**config.mk**
```make
export PLATFORM = sky130hd
export DESIGN_NAME = pipe_tx_arbiter_flat
export DESIGN_NICKNAME = d
export VERILOG_FILES = /design/src/rtl/pipe_tx_arbiter_if.sv /design/src/rtl/pipe_tx_arbiter.sv /design/src/flat_wrapper.sv
export SDC_FILE = /design/constraint.sdc
export NUM_CORES = 1
export LEC_CHECK = 0
export ABC_AREA = 1
export BUFFER_PORTS_ARGS = -buffer_cell sky130_fd_sc_hd__buf_2
export CORE_UTILIZATION = 53
export CTS_CLUSTER_DIAMETER = 60
export DETAILED_ROUTE_END_ITERATION = 10
export GPL_TIMING_DRIVEN = 1
export PLACE_DENSITY = 0.71
export SYNTH_ARGS = -nofsm -noshare
export SYNTH_HDL_FRONTEND = slang
export SYNTH_SLANG_ARGS = --single-unit
```
**constraint.sdc**
```tcl
create_clock -name clk50_in -period 6.57 [get_ports clk50_in]
set_input_delay 0.3285 -clock clk50_in [delete_from_list [all_inputs] [get_ports clk50_in]]
set_output_delay 0.3285 -clock clk50_in [all_outputs]
set_load 0.01 [all_outputs]
```
**src/rtl/pipe_tx_arbiter_if.sv**
```systemverilog
// Purpose: bundles the shared ADC capture buses and the pipe FIFO write port of the tx arbiter.
// Latency: none, wiring only.
// Backpressure: fifo_full from the FIFO side stalls the arbiter, which holds its current word.
interface pipe_tx_arbiter_if #(
  parameter int N_ADC = 8,
  parameter int W_ADC = 18,
  parameter int W_OUT = 16
);
  logic [N_ADC-1:0] adc_data_valid;
  logic [W_ADC-1:0] adc_data_a;
  logic [W_ADC-1:0] adc_data_b;
  logic             fifo_full;
  logic             fifo_wr_en;
  logic [W_OUT-1:0] fifo_data;

  // Source side: ADC controllers plus the pipe FIFO full flag
  modport master (
    output adc_data_valid, adc_data_a, adc_data_b, fifo_full,
    input  fifo_wr_en, fifo_data
  );

  // Arbiter side
  modport slave (
    input  adc_data_valid, adc_data_a, adc_data_b, fifo_full,
    output fifo_wr_en, fifo_data
  );
endinterface

```
**src/rtl/pipe_tx_arbiter.sv**
```systemverilog
// Purpose: round-robin scheduler of per-channel ADC samples into tagged frames for the pipe FIFO.
// Latency: strobe at t -> header write at t+2, data at t+3 (t+3 timestamp, t+4 data with PIPE_ARB_TIMESTAMP_EN).
// Backpressure: fifo_full holds the FSM in place with the word stable; queued samples are overwritten newest-wins.
module pipe_tx_arbiter #(
  parameter int N_ADC = 8,
  parameter int W_ADC = 18,
  parameter int W_OUT = 16,
  parameter int W_SEQ = 8
) (
  input  logic                clk50_in,
  input  logic                rst_n_in,
  input  logic [N_ADC-1:0]    chan_en_in,
  input  logic                flush_in,
  pipe_tx_arbiter_if.slave    pif,
  output logic                busy_out,
  output logic                overrun_out,
  output logic [15:0]         overrun_cnt_out
);

  localparam int CHW  = (N_ADC > 1) ? $clog2(N_ADC) : 1;
  localparam int HALF = N_ADC / 2;

`ifdef PIPE_ARB_TIMESTAMP_EN
  localparam logic [3:0] HDR_NIB = 4'hB;
  typedef enum logic [1:0] {S_IDLE, S_HDR, S_TS, S_DAT} state_t;
`else
  localparam logic [3:0] HDR_NIB = 4'hA;
  typedef enum logic [1:0] {S_IDLE, S_HDR, S_DAT} state_t;
`endif

  state_t             state, state_nxt;
  logic [N_ADC-1:0]   pend;
  logic [N_ADC-1:0]   cap_vld;
  logic [N_ADC-1:0]   grant_oh;
  logic [N_ADC-1:0]   ovr_ev;
  logic [W_ADC-1:0]   cap [N_ADC];
  logic [W_SEQ-1:0]   seq [N_ADC];
  logic [CHW-1:0]     rr_ptr;
  logic [CHW-1:0]     frame_ch;
  logic [CHW-1:0]     grant_ch;
  logic [CHW-1:0]     idx;
  logic               grant_any;
  logic               do_grant;
  logic               dat_done;
  logic [W_ADC-1:0]   frame_data;
  logic [16:0]        ovr_sum;

`ifdef PIPE_ARB_TIMESTAMP_EN
  logic [15:0]        ts_cnt;
  logic [15:0]        ts [N_ADC];
  logic [15:0]        frame_ts;
`endif

  function automatic logic [CHW-1:0] next_ch(input logic [CHW-1:0] c);
    return (c == CHW'(N_ADC - 1)) ? '0 : c + 1'b1;
  endfunction

  assign cap_vld  = pif.adc_data_valid & chan_en_in;
  assign do_grant = (state == S_IDLE) && grant_any;
  assign dat_done = (state == S_DAT) && !pif.fifo_full;
  assign busy_out = (state != S_IDLE) || (|pend);

  // First enabled pending channel at or after rr_ptr; scanning backwards leaves the nearest one
  always_comb begin
    grant_any = 1'b0;
    grant_ch  = '0;
    idx       = '0;
    for (int k = N_ADC - 1; k >= 0; k--) begin
      idx = CHW'((int'(rr_ptr) + k) % N_ADC);
      if (pend[idx] && chan_en_in[idx]) begin
        grant_any = 1'b1;
        grant_ch  = idx;
      end
    end
  end

  // One-hot grant and overrun events (a queued sample replaced before it was granted)
  always_comb begin
    grant_oh = '0;
    for (int i = 0; i < N_ADC; i++) begin
      grant_oh[i] = do_grant && (grant_ch == CHW'(i));
    end
    ovr_ev  = cap_vld & pend & ~grant_oh;
    ovr_sum = {1'b0, overrun_cnt_out} + 17'($countones(ovr_ev));
  end

  // Frame FSM next state and FIFO word; output word is a pure function of registered state
  always_comb begin
    state_nxt      = state;
    pif.fifo_wr_en = 1'b0;
    pif.fifo_data  = '0;
    case (state)
      S_IDLE: begin
        if (grant_any) state_nxt = S_HDR;
      end
      S_HDR: begin
        pif.fifo_wr_en = !pif.fifo_full;
        pif.fifo_data  = {HDR_NIB, 4'(frame_ch), seq[frame_ch]};
`ifdef PIPE_ARB_TIMESTAMP_EN
        if (!pif.fifo_full) state_nxt = S_TS;
      end
      S_TS: begin
        pif.fifo_wr_en = !pif.fifo_full;
        pif.fifo_data  = W_OUT'(frame_ts);
        if (!pif.fifo_full) state_nxt = S_DAT;
`else
        if (!pif.fifo_full) state_nxt = S_DAT;
`endif
      end
      S_DAT: begin
        pif.fifo_wr_en = !pif.fifo_full;
        pif.fifo_data  = frame_data[W_ADC-1 -: W_OUT];
        if (!pif.fifo_full) state_nxt = S_IDLE;
      end
      default: state_nxt = S_IDLE;
    endcase
  end

  // State register; reset aborts any frame in flight
  always_ff @(posedge clk50_in or negedge rst_n_in) begin
    if (!rst_n_in) state <= S_IDLE;
    else           state <= state_nxt;
  end

  // Latch the granted channel's sample so a same-cycle recapture can queue behind it
  always_ff @(posedge clk50_in or negedge rst_n_in) begin
    if (!rst_n_in) begin
      frame_ch   <= '0;
      frame_data <= '0;
      rr_ptr     <= '0;
`ifdef PIPE_ARB_TIMESTAMP_EN
      frame_ts   <= '0;
`endif
    end else if (do_grant) begin
      frame_ch   <= grant_ch;
      frame_data <= cap[grant_ch];
      rr_ptr     <= next_ch(grant_ch);
`ifdef PIPE_ARB_TIMESTAMP_EN
      frame_ts   <= ts[grant_ch];
`endif
    end
  end

  // Per-channel capture and pending flags; a capture beats grant, flush and disable
  always_ff @(posedge clk50_in or negedge rst_n_in) begin
    if (!rst_n_in) begin
      for (int i = 0; i < N_ADC; i++) begin
        pend[i] <= 1'b0;
        cap[i]  <= '0;
`ifdef PIPE_ARB_TIMESTAMP_EN
        ts[i]   <= '0;
`endif
      end
    end else begin
      for (int i = 0; i < N_ADC; i++) begin
        if (cap_vld[i]) begin
          cap[i]  <= (i < HALF) ? pif.adc_data_a : pif.adc_data_b;
          pend[i] <= 1'b1;
`ifdef PIPE_ARB_TIMESTAMP_EN
          ts[i]   <= ts_cnt;
`endif
        end else if (flush_in || grant_oh[i] || !chan_en_in[i]) begin
          pend[i] <= 1'b0;
        end
      end
    end
  end

  // Sequence numbers advance only once the data word is actually written
  always_ff @(posedge clk50_in or negedge rst_n_in) begin
    if (!rst_n_in) begin
      for (int i = 0; i < N_ADC; i++) seq[i] <= '0;
    end else if (dat_done) begin
      seq[frame_ch] <= seq[frame_ch] + 1'b1;
    end
  end

  // Sticky overrun flag and saturating overwrite count; flush clears both
  always_ff @(posedge clk50_in or negedge rst_n_in) begin
    if (!rst_n_in) begin
      overrun_out     <= 1'b0;
      overrun_cnt_out <= '0;
    end else if (flush_in) begin
      overrun_out     <= 1'b0;
      overrun_cnt_out <= '0;
    end else if (|ovr_ev) begin
      overrun_out     <= 1'b1;
      overrun_cnt_out <= ovr_sum[16] ? 16'hFFFF : ovr_sum[15:0];
    end
  end

`ifdef PIPE_ARB_TIMESTAMP_EN
  // Free-running cycle counter sampled into ts[] at capture
  always_ff @(posedge clk50_in or negedge rst_n_in) begin
    if (!rst_n_in) ts_cnt <= '0;
    else           ts_cnt <= ts_cnt + 1'b1;
  end
`endif

endmodule
```
**src/flat_wrapper.sv**
```systemverilog
// flat-port wrapper written by rule: the top's interface ports become plain ports
module pipe_tx_arbiter_flat 
#(
  parameter int N_ADC = 8,
  parameter int W_ADC = 18,
  parameter int W_OUT = 16,
  parameter int W_SEQ = 8
)
  (clk50_in, rst_n_in, chan_en_in, flush_in, busy_out, overrun_out, overrun_cnt_out, pif_adc_data_valid, pif_adc_data_a, pif_adc_data_b, pif_fifo_full, pif_fifo_wr_en, pif_fifo_data);
  pipe_tx_arbiter_if #(.N_ADC(N_ADC), .W_ADC(W_ADC), .W_OUT(W_OUT)) pif_i ();
  input  logic clk50_in;
  input  logic rst_n_in;
  input  logic [N_ADC-1:0] chan_en_in;
  input  logic flush_in;
  output logic busy_out;
  output logic overrun_out;
  output logic [15:0] overrun_cnt_out;
  input wire logic [$bits(pif_i.adc_data_valid)-1:0] pif_adc_data_valid;
  input wire logic [$bits(pif_i.adc_data_a)-1:0] pif_adc_data_a;
  input wire logic [$bits(pif_i.adc_data_b)-1:0] pif_adc_data_b;
  input wire logic [$bits(pif_i.fifo_full)-1:0] pif_fifo_full;
  output wire logic [$bits(pif_i.fifo_wr_en)-1:0] pif_fifo_wr_en;
  output wire logic [$bits(pif_i.fifo_data)-1:0] pif_fifo_data;
  assign pif_i.adc_data_valid = pif_adc_data_valid;
  assign pif_i.adc_data_a = pif_adc_data_a;
  assign pif_i.adc_data_b = pif_adc_data_b;
  assign pif_i.fifo_full = pif_fifo_full;
  assign pif_fifo_wr_en = pif_i.fifo_wr_en;
  assign pif_fifo_data = pif_i.fifo_data;
  pipe_tx_arbiter #(.N_ADC(N_ADC), .W_ADC(W_ADC), .W_OUT(W_OUT), .W_SEQ(W_SEQ)) u_core (.clk50_in(clk50_in), .rst_n_in(rst_n_in), .chan_en_in(chan_en_in), .flush_in(flush_in), .pif(pif_i), .busy_out(busy_out), .overrun_out(overrun_out), .overrun_cnt_out(overrun_cnt_out));
endmodule
```
==> summary.txt <==
Status
  • Status: finished clean

Pwr
  • VDD IR-drop max: 0.663 mV
  • Leak: between 7 and 8 nW
  • Power density cells: about 550 nW/um^2

Clock network
  • Root Driver: clkbuf_16
  • TritonCTS Buffers: 28
  • TritonCTS Sinks: 241
  • Clock Path Buffers: 3
  • Postcts setup bufs: 0
  • Skew-Pair Late Insertion Delay: 0.55 ns
  • Reg clk slew, reported paths: ~0.06 ns
  • CTS tree: done
  • CTS H-tree lvls: 1

Floorplan
  • Initial Util: between 50% and 60%
  • I/O pin total: between 90 and 100
  • Die Wd: 157 um
  • Core area: around 24000 sq um
  • Die ar.: about 25000 sq um
  • Die H: roughly 160 um
  • Std cell rows: 56

Placed design
  • DP HPWL: 20800 um
  • # port buffers: 86
  • Placed cells: between 2000 and 2500
  • Final GP Congestion: just over 0.9
  • Setup slack at placement: between 0.3 and 0.4 ns

Detailed routing
  • Via/cell ratio: 5.41
  • DR WL met2: ~15000 um
  • Met1 wire length: about 15000 um
  • DRC violations left: 0
  • 1st-pass router iterations: 5
  • WL final: roughly 32000 um
  • Initial DRC Count: 923
  • WL/cell: 15.6 um
  • Routed wl met3: 1570 um
  • Top metal layer carrying routed signals: met4
  • Via Count: ~11000
  • ANT nets after route: 0

GRT
  • Vias in the first global route: 10551
  • Total track usage: a little over a quarter
  • Initial antenna violation count: 0
  • Total grt overflow: 0
  • Largest net degree at the start of global routing: 96
  • First-pass GRT wire length: 53400 um

Setup path
  • CP Capture Type: register
  • Reg2reg end: u_core.overrun_cnt_out[15]
  • Critical Path Slowest Stage Cell: fa_1
  • R2r startpoint: u_core.rr_ptr[1]
  • CP dominant cell by count: nand2_1
  • R2R Setup Slk: 0.48 ns
  • Worst EP required: about 7 ns
  • Crit path max fanout: 12
  • Crit-path max cell delay: roughly 0.48 ns
  • Bufs and invs on worst path: 6
  • Worst EP arrival: between 6 and 7 ns
  • Reg2reg path depth: 37
  • CP startpoint kind: register
  • Crit path max-delay family: simple AND/OR/NAND/NOR gates
  • Crit path kind: reg2reg

Yosys
  • Synth top area share: between 40 and 50%
  • Number of flops mapped to enable cells by yosys: 0
  • Syn Area/Cell: approximately 7.6 sq um
  • Post-synth cell types: 49
  • Top FF cell, synth: dfrtp_1
  • List of most frequent post-synthesis cells: 670 x nand2_1, 241 x dfrtp_1, 215 x o21ai_0, 136 x nand3_1, 126 x inv_1
  • Synth top area cells: dfrtp_1 47%, nand2_1 20%, o21ai_0 8.5%, nand3_1 5.3%, inv_1 3.7%
  • Count leader, synth: nand2_1
  • Post-Syn Instances: 1679
  • Asr flop ratio synth: between 90% and 100%
  • Yosys warning count: 0
  • Syn nets: between 1500 and 2000
  • Register bit total from synthesis: 241
  • Post-synth design cell area: roughly 13000 sq um
  • Sequential share of the synthesized area: between 40% and 50%
  • Synth area leader: dfrtp_1

Layout
  • Share of post-route cells with drive strength above 1: around 11%
  • Final core utilization: 60.6%
  • Fill cells: 2220
  • Multi-input gate area: ~5800 sq um
  • Final #Nets: 1816
  • FF+latch area: roughly 6000 sq um
  • Non-filler cells, final: between 2000 and 2500
  • Diode count: 0
  • Area grow syn2layout: 12.1%

Timing
  • Final setup skew: between 0.01 and 0.015 ns
  • Worst setup margin: about 0.48 ns
  • Final hold vios: 0
  • Final period utilization: between 90% and 100%
  • Final Setup Violations: 0
  • Slew Limit Fails: 0
  • Slew HR: 26.3%
  • Fmax: roughly 160 MHz
  • Tmin final: around 6.1 ns
  • Setup TNS Final: 0 ns
  • Worst Tran Pin Value: around 1.1 ns

Job
  • Max_cap viols: 0

Worst hold path
  • Cell count of the worst hold path: 3
  • Hold_sp: pif_adc_data_b[10]
  • Hold path endpoint: u_core.cap[28]
  • Worst hold path type: in2reg
-- worst max-delay path by stage --
stage	startpoint	endpoint	slack (ns)	depth (start not counted)
after global placement	u_core.rr_ptr[1]	u_core.overrun_cnt_out[14]	0.52	33
after global routing	u_core.rr_ptr[1]	u_core.overrun_cnt_out[15]	-0.04	37
after detailed placement	u_core.rr_ptr[1]	u_core.overrun_cnt_out[14]	0.32	33
after CTS	u_core.rr_ptr[1]	u_core.overrun_cnt_out[15]	0.28	37
final	u_core.rr_ptr[1]	u_core.overrun_cnt_out[15]	0.48	37
after floorplan	u_core.rr_ptr[1]	u_core.overrun_cnt_out[13]	0.67	39
-- flip-flops by register name (all words and copies together) (netlist names) --
name                    cells
u_core.seq                 64
u_core.frame_ch             3
u_core.cap                128
u_core.overrun_cnt_out     16
u_core.pend                 8
u_core.state                2
u_core.rr_ptr               3
u_core.overrun_out          1
u_core.frame_data          16
-- logic make-up after synthesis --
kind of cell             Yosys count  share of synthesized area, %
flip-flops                       241                          47.4
AO/OA/AOI/OAI                    285                          12.1
AND/OR/NAND/NOR                  893                          28.8
XOR/XNOR                          18                          1.36
adder cells (fa/ha/maj)           25                          2.81
buffers and inverters            217                          7.60
-- worst min-delay path: stages --
cell and delay (ns):
buf_2 0.07, inv_1 0.05, o21ai_0 0.14
-- power by group --
part | switching (W) | total, W | internal (W) | leakage [nW]
registers | 0.000171 | 0.00191 | 0.00174 | 3.09
logic | 0.00314 | 0.00437 | 0.00123 | 3.86
clock network | 0.000623 | 0.00162 | 0.000994 | 0.486
total | 0.00394 | 0.00790 | 0.00396 | 7.43
-- through the flow --
step                hold WS, ns  total power (W)  area [sq um]
finish                   0.0848          0.00790         14300
global route             0.0747          0.00856         14300
CTS                      0.0649          0.00791         14300
detailed placement        0.392          0.00625         13300
global placement          0.392          0.00622         13300
floorplan                0.0329          0.00536         12700
-- per-layer routing --
metal  up-vias  track usage (%)
li1       5495                -
met1      5327             38.6
met2       325             43.9
met3        69             3.28
met4         0             8.92
met5         -                0
-- final cells by class --
| cell class | instances | area share, % |
|---|---|---|
| clock buffer | 40 | 5.78 |
| clock inverter | 10 | 1.10 |
| inverter | 138 | 3.69 |
| multi-input combinational | 1221 | 40.3 |
| sequential | 241 | 42.2 |
| tap | 319 | 2.80 |
| timing repair buffer | 105 | 4.10 |
-- repair_timing --
item                                    in CTS  in global routing
resized for setup                            0                  5
hold buffers                                 1                  0
hold endpoints to repair                    93                  0
endpoints found under the setup margin       0                 15
-- cells in the final DEF, fill, tap and decap left out, types with 6 or more instances in the layout --
cell,netlist,final
a21oi_1,18,18
a221oi_1,9,9
buf_2,13,85
buf_4,13,18
clkbuf_16,0,28
clkbuf_8,0,8
dfrtp_1,241,240
fa_1,6,6
ha_1,19,19
inv_1,126,125
inv_2,10,10
nand2_1,670,670
nand2_2,8,8
nand3_1,136,135
nand4_1,10,10
nor2_1,46,45
o21ai_0,215,215
o21ai_1,19,19
xor2_1,11,11
Power figures use the tool's default switching activity.
